File: src/rtl/datapath_unit.sv
// Operand capture datapath: synchronised enter -> one-cycle inputdata_ready pulse,
// 8-bit data register, binary-to-BCD and 4-digit active-low 7-segment display.
// Optional two's-complement display mode is enabled by defining DATAPATH_SIGNED_EN.
module datapath_unit (
    input  logic       clk,
    input  logic       reset,
    input  logic       enter,
    input  logic [7:0] inputdata,
    input  logic       loaddata,
    output logic       inputdata_ready,
    output logic [6:0] disp3,
    output logic [6:0] disp2,
    output logic [6:0] disp1,
    output logic [6:0] disp0
);

    localparam logic [6:0] SEG_BLANK = 7'b1111111;
    localparam logic [6:0] SEG_MINUS = 7'b0111111;

    logic       sync1_reg, sync2_reg, prev_reg;
    logic       fill1_reg, fill2_reg, armed_reg;
    logic       ready_reg;
    logic [7:0] data_reg;
    logic       rise;

    // The fill flags mark when sync2_reg holds a genuine post-reset sample; only a
    // genuine low arms the detector, so a press held through reset is ignored.
    assign rise = armed_reg & sync2_reg & ~prev_reg;

    always_ff @(posedge clk or posedge reset) begin
        if (reset) begin
            sync1_reg <= 1'b0;
            sync2_reg <= 1'b0;
            prev_reg  <= 1'b0;
            fill1_reg <= 1'b0;
            fill2_reg <= 1'b0;
            armed_reg <= 1'b0;
            ready_reg <= 1'b0;
            data_reg  <= 8'd0;
        end else begin
            sync1_reg <= enter;
            sync2_reg <= sync1_reg;
            prev_reg  <= sync2_reg;
            fill1_reg <= 1'b1;
            fill2_reg <= fill1_reg;
            if (fill2_reg && !sync2_reg) begin
                armed_reg <= 1'b1;
            end
            ready_reg <= rise;
            if (loaddata) begin
                data_reg <= inputdata;
            end
        end
    end

    assign inputdata_ready = ready_reg;

    logic       negative;
    logic [7:0] magnitude;

`ifdef DATAPATH_SIGNED_EN
    assign negative = data_reg[7];
`else
    assign negative = 1'b0;
`endif

    assign magnitude = negative ? (8'd0 - data_reg) : data_reg;

    // Shift-add-3: adjust each BCD digit before shifting in the next magnitude bit.
    logic [11:0] bcd;

    always_comb begin
        bcd = 12'd0;
        for (int i = 7; i >= 0; i--) begin
            if (bcd[3:0] >= 4'd5)   bcd[3:0]   = bcd[3:0] + 4'd3;
            if (bcd[7:4] >= 4'd5)   bcd[7:4]   = bcd[7:4] + 4'd3;
            if (bcd[11:8] >= 4'd5)  bcd[11:8]  = bcd[11:8] + 4'd3;
            bcd = {bcd[10:0], magnitude[i]};
        end
    end

    function automatic logic [6:0] seg7(input logic [3:0] d);
        logic [6:0] s;
        s = SEG_BLANK;
        case (d)
            4'd0: s = 7'b1000000;
            4'd1: s = 7'b1111001;
            4'd2: s = 7'b0100100;
            4'd3: s = 7'b0110000;
            4'd4: s = 7'b0011001;
            4'd5: s = 7'b0010010;
            4'd6: s = 7'b0000010;
            4'd7: s = 7'b1111000;
            4'd8: s = 7'b0000000;
            4'd9: s = 7'b0010000;
            default: s = SEG_BLANK;
        endcase
        return s;
    endfunction

    logic [3:0] digit [3];
    logic [6:0] seg   [3];

    generate
        for (genvar gi = 0; gi < 3; gi++) begin : g_digit
            assign digit[gi] = bcd[gi*4 +: 4];
            assign seg[gi]   = seg7(digit[gi]);
        end
    endgenerate

    assign disp0 = seg[0];
    assign disp1 = (digit[2] == 4'd0 && digit[1] == 4'd0) ? SEG_BLANK : seg[1];
    assign disp2 = (digit[2] == 4'd0) ? SEG_BLANK : seg[2];
    assign disp3 = negative ? SEG_MINUS : SEG_BLANK;

endmodule

File: config.mk
export PLATFORM = sky130hd
export DESIGN_NAME = datapath_unit
export DESIGN_NICKNAME = d
export VERILOG_FILES = /design/src/rtl/datapath_unit.sv
export SDC_FILE = /design/constraint.sdc
export NUM_CORES = 1
export LEC_CHECK = 0
export BUFFER_PORTS_ARGS = -buffer_cell sky130_fd_sc_hd__buf_2
export CAP_MARGIN = 20
export CORE_UTILIZATION = 49
export CTS_BUF_LIST = sky130_fd_sc_hd__clkbuf_8
export CTS_CLUSTER_SIZE = 10
export DETAILED_ROUTE_END_ITERATION = 16
export PLACE_DENSITY = 0.76
export SLEW_MARGIN = 30
export SYNTH_ARGS = -nofsm -noshare
export SYNTH_HDL_FRONTEND = slang
export SYNTH_SLANG_ARGS = --single-unit
File: constraint.sdc
create_clock -name clk -period 8.7 [get_ports clk]
set_input_delay 2.175 -clock clk [delete_from_list [all_inputs] [get_ports clk]]
set_output_delay 2.175 -clock clk [all_outputs]
set_load 0.1 [all_outputs]
== Word-level counts from Yosys, hierarchy flattened ==
Memory sizes are Yosys's and may differ from the RTL's.
Index checks and enable logic that the tools add are counted.

* Bits in registers: 15
* Bits in latches: 0
* Memory bits (writable): 0
* Memory bits (read-only): 336
* Bits of input ports: 12
* Output and inout port bits: 29
* Logic and storage cells: 42
* Memories kept: 3

* Add/sub/neg operators: 7
* Multiply operators: 0
* Divide/modulo/power cells: 0
* Magnitude comparators: 7
* Equality and inequality tests: 0
* Shift operators: 0
* Mux-type cells: 9
* Bitwise logic cells: 3
* Reductions and logical operators: 5

{| class="wikitable"
|+ Memory list
! memory !! words !! bits a word !! rd ports !! clocked after Yosys merged registers in !! write ports !! RTL line !! text
|-
| (name not given) || 16 || 7 || 1 || 0 || 0 || 85 || <nowiki>case (d)</nowiki>
|-
| (name not given) || 16 || 7 || 1 || 0 || 0 || 85 ||
|-
| (name not given) || 16 || 7 || 1 || 0 || 0 || 85 ||
|}

{| class="wikitable"
|+ Operator list
! cell !! count
|-
| 2-to-1 mux 4 bit || 7
|-
| adder 4 x 2 -> 4 bit (second input constant) || 5
|-
| greater-or-equal comparator 4 x 3 -> 1 bit (second input constant) || 5
|-
| 2-to-1 mux 7 bit || 2
|-
| adder 3 x 2 -> 4 bit (second input constant) || 2
|-
| zero test 4 bit || 2
|-
| greater-or-equal comparator 3 bit (second input constant) || 2
|-
| bitwise AND 1 bit || 2
|-
| logical AND 1 bit || 2
|-
| zero test 1 bit || 1
|-
| inverter 1 bit || 1
|}

== Depth between registers and ports, before layout ==
* Depth in word-level cells: 13
* Mapped depth: 28
* Mapped depth without buffers: 28

== Worst setup path before layout ==
OpenSTA, ideal clock, no wires.

* Path kind: register to output
* Start point: register data_reg[6]
* End point: output disp1[1]
* Arrival: 7,536 ps
* Data required time: 6,525 ps
* Slack: -1,011 ps
* Stages on the path, launching flop included: 25
* Buffers on the path: 0
* Cells stage by stage: dfrtp_1 > inv_1 > ha_1 > o21ai_2 > xnor2_2 > ha_1 > o21ba_2 > a22o_4 > nor2_1 > xnor2_1 > ha_1 > nor2b_1 > o211ai_2 > a21oi_2 > mux2_4 > or3_4 > and2_1 > ha_1 > o21a_1 > o31a_1 > inv_1 > ha_1 > nor4b_2 > nor3_2 > a211oi_1

* Cells in the longest elaborated chain, start to end: 13
* Elaborated cells on any way between the ends: 26
* Those cells by class: 7 x add/sub; 7 x order compare; 8 x mux; 3 x reduce/logical; 1 x memory

{| class="wikitable"
|+ Ends and longest elaborated chain
! element !! RTL line !! text
|-
| start: declaration || 23 || <nowiki>logic [7:0] data_reg;</nowiki>
|-
| start signal: assignment || 51 || <nowiki>data_reg <= inputdata;</nowiki>
|-
| adder 3 x 2 -> 4 bit or greater-or-equal comparator 3 bit (tied branches) || 75 || <nowiki>if (bcd[3:0] >= 4'd5) bcd[3:0] = bcd[3:0] + 4'd3;</nowiki>
|-
| 2-to-1 mux 4 bit (*) || 75 ||
|-
| parallel branches: the longest is 10 deep, another holds memory read (16 x 7 bit) || - ||
|-
| 2-to-1 mux 7 bit (*) || 112 || <nowiki>assign disp1 = (digit[2] == 4'd0 && digit[1] == 4'd0) ? SEG_BLANK : seg[1];</nowiki>
|-
| end: declaration || 13 || <nowiki>output logic [6:0] disp1,</nowiki>
|}

Every way passes the cells marked *.

== Final worst setup path ==
* Start point: register data_reg[6]
* End point: output disp1[2]

The elaborated chain is that of the path after synthesis.

==> results.py <==
metrics = {
    "drt": {
        "wirelength_um": 4140,
        "vias": 1939,
        "drt_iter0_drc": 67,
        "wl_per_cell_um": 12.4,
        "firstDrtPassIters": 10,
        "detail-route-antenna-nets": 0,
        "viasPerCell": 5.79,
        "drc": 2,
    },
    "sta": {
        "setup_viol": 0,
        "clock_skew_ns": 0.000576,
        "slew_headroom_pct": 49.0,
        "drv_slew": 0,
        "worst_pin_slew_ns": 0.758,
        "holdWs_ns": 0.355,
        "rsz0062_at_grt": "false",
        "finalCritPeriodShare_pct": 95.7,
        "hold_viol": 0,
        "fin_crit_ns": 8.32,
        "max_freq_mhz": 120,
    },
    "grt": {
        "gr-total-overflow": 0,
        "grtUsageTotal_pct": 19.8,
        "grt_antenna_before_repair": 0,
        "grt_pass1_vias": 1657,
        "grt_pass1_wl_um": 7010,
        "grt_max_degree": 21,
    },
    "floorplanning": {
        "dieArea_um2": 4430,
        "die_h_um": 66.6,
        "die_x_um": 66.6,
        "io_pins": 41,
        "start_util_pct": 51.1,
        "rows": 23,
        "core_um2": 4000,
    },
    "setup_path": {
        "required_ns": 6.53,
        "max_stage_delay_ns": 0.45,
        "r2r_slack_ns": 7.59,
        "crit_top_cell": "ha_1",
        "path_delay_family": "compound AO/OA/AOI/OAI gates",
        "crit_fanout": 7,
        "critPathArrivalTime_ns": 6.15,
        "rr_startpoint": "data_reg[4]",
        "r2r-end": "data_reg[4]",
        "end_kind": "primary output",
        "crit_buf_inv": 3,
        "slowest_stage": "dfrtp_2",
        "r2r_cells": 2,
        "crit_path_start_kind": "flip-flop",
        "path_class": "flip-flop to primary output",
    },
    "cts": {
        "cts_buffers": 3,
        "cts_tree": "yes",
        "cts_root_buf": "clkbuf_8",
        "cts_buffer_depth": 2,
        "clock_sinks": 15,
        "clk_pin_slew_ns": 0.05,
        "cts_hold_buffers": 0,
        "insertion_delay_ns": 0.24,
        "cts_max_level": 1,
    },
    "placed_design": {
        "place.gp.congestion": 0.862,
        "placed_cells": 329,
        "hpwl_um": 3190,
        "port_buffers": 32,
    },
    "synthesis": {
        "yosysSeqAreaShare_pct": 18.4,
        "synthDistinctLibCells": 70,
        "avgSynthCellArea_um2": 7.89,
        "synth_top_area_share_pct": 18.4,
        "synthesis.instances": 259,
        "ys.flop_type": "dfrtp_1",
        "yosys_warnings": 0,
        "synth-seq-cells": 15,
        "async_flop_share_pct": 100,
        "synth_area_um2": 2040,
        "synth.largest_area_cell": "dfrtp_1",
        "synth_area_leaders": "dfrtp_1, ha_1, nor2_1, buf_4, o21ai_0",
        "synth-edff-count": 0,
    },
    "hold_path": {
        "hold_depth": 0,
        "min_from": "fill1_reg",
        "min_to": "fill2_reg",
        "hp-class": "flip-flop to flip-flop",
    },
    "status": {
        "violations": "DRC",
        "status": "finished, violations left",
    },
    "final_layout": {
        "fin_nets": 312,
        "instances_no_fill": 335,
        "largest_reg_flops": 8,
        "insertedDiodeCount": 0,
        "syn2layout_area_growth_pct": 15.7,
        "final_layout_size_suffix_gt1_share_pct": 28.4,
    },
    "run": {
        "drv_cap": 0,
    },
}
## synthesized netlist by cell type, types with 2 or more instances
library cell and number:
and3_1 4, and2_1 3, nor2b_1 4, mux2i_1 3, o31ai_1 2, a21oi_1 13, o21ai_0 16, nor3_1 3
a21oi_2 3, o211ai_1 3, nand2_1 18, xnor2_1 5, o31a_1 2, or2_2 2, a31oi_1 2, clkbuf_1 10
a211oi_1 7, o21ai_2 2, mux2_4 3, nand3_1 8, o21a_1 4, buf_4 11, nand2b_1 2, nand4_1 2
nor2_1 28, or3_1 2, nor4_1 2, a21o_1 4, inv_1 16, a21boi_0 2, clkinv_1 2, mux2_2 5
o211a_1 2, ha_1 14, dfrtp_1 15
## layer usage
| metal | global-route usage (%) | vias to the layer above | routed length (um) |
|---|---|---|---|
| met2 | 34.1 | 61 | 2010 |
| li1 | - | 977 | - |
| met4 | 6.12 | 0 | 53 |
| met5 | 0 | - | 0 |
| met3 | 1.88 | 6 | 188 |
| met1 | 25.9 | 895 | 1880 |
## final cells by class
cell class,count,area (um^2)
fill,360,1640
multi-input combinational,212,1590
sequential,15,377
timing repair buffer,36,223
inverter,18,67.6
tap,50,62.6
clock buffer,3,41.3
clock inverter,1,3.75
## kinds of logic (layout without fill, tap and decap cells)
family	count (synthesis)	after routing	share of synthesized area (%)
flops	15	15	18.4
buf+inv	40	58	9.42
compound gates	85	85	31.4
xor+xnor	7	7	3.37
mux	12	12	7.53
fa+ha+maj	14	14	8.57
simple gates	85	85	21.2
other cells	1	9	0.183
## placed cells by master (no fill, tap or decap), drive strengths merged, types with 3 or more instances in the layout
cell type	n
nand3	8
and3	4
o21a	4
dfrtp	15
nor3	4
mux2i	3
a21o	5
mux2	8
o21ai	19
and2	3
ha	14
conb	9
nor2	28
a211oi	7
or3	3
nand2	18
xnor2	6
o211ai	4
buf	35
a21oi	16
inv	17
clkbuf	4
nor2b	4
nor4	3
## how the worst max path moves through the flow
stage | cells past startpoint | slack (ns) | start | to
floorplan | 24 | -0.05 | data_reg[6] | disp1[1]
finish | 26 | 0.38 | data_reg[6] | disp1[2]
CTS | 25 | 0.04 | data_reg[6] | disp1[5]
global route | 29 | 0.01 | data_reg[6] | disp1[0]
detailed placement | 25 | 0.1 | data_reg[6] | disp1[1]
global placement | 26 | 0.33 | data_reg[6] | disp1[4]
## timing repair
item	in CTS	in global routing
pin swaps	0	1
buffers inserted	0	2
endpoints found under the setup margin	7	7
resized for setup	7	14
## through the flow
| stage | setup TNS (ns) | area [um^2] | util, % | setup WS [ns] |
|---|---|---|---|---|
| floorplan | -0.136 | 2110 | - | -0.0490 |
| global placement | 0 | 2230 | 55.6 | 0.327 |
| detailed placement | 0 | 2230 | 55.6 | 0.0978 |
| CTS | 0 | 2290 | 57.4 | 0.0413 |
| global route | 0 | 2360 | 59.1 | 0.0104 |
| finish | 0 | 2360 | 59.1 | 0.376 |
## worst register-to-register path, delay by kind of cell, from the launching register on
kind	cells	cell delay, ns
buf+inv	1	0.28
compound gates	1	0.25
flops	1	0.48
Power is not shown: default switching activity piles up to over one toggle a cycle in this logic, so the estimate is an artifact.
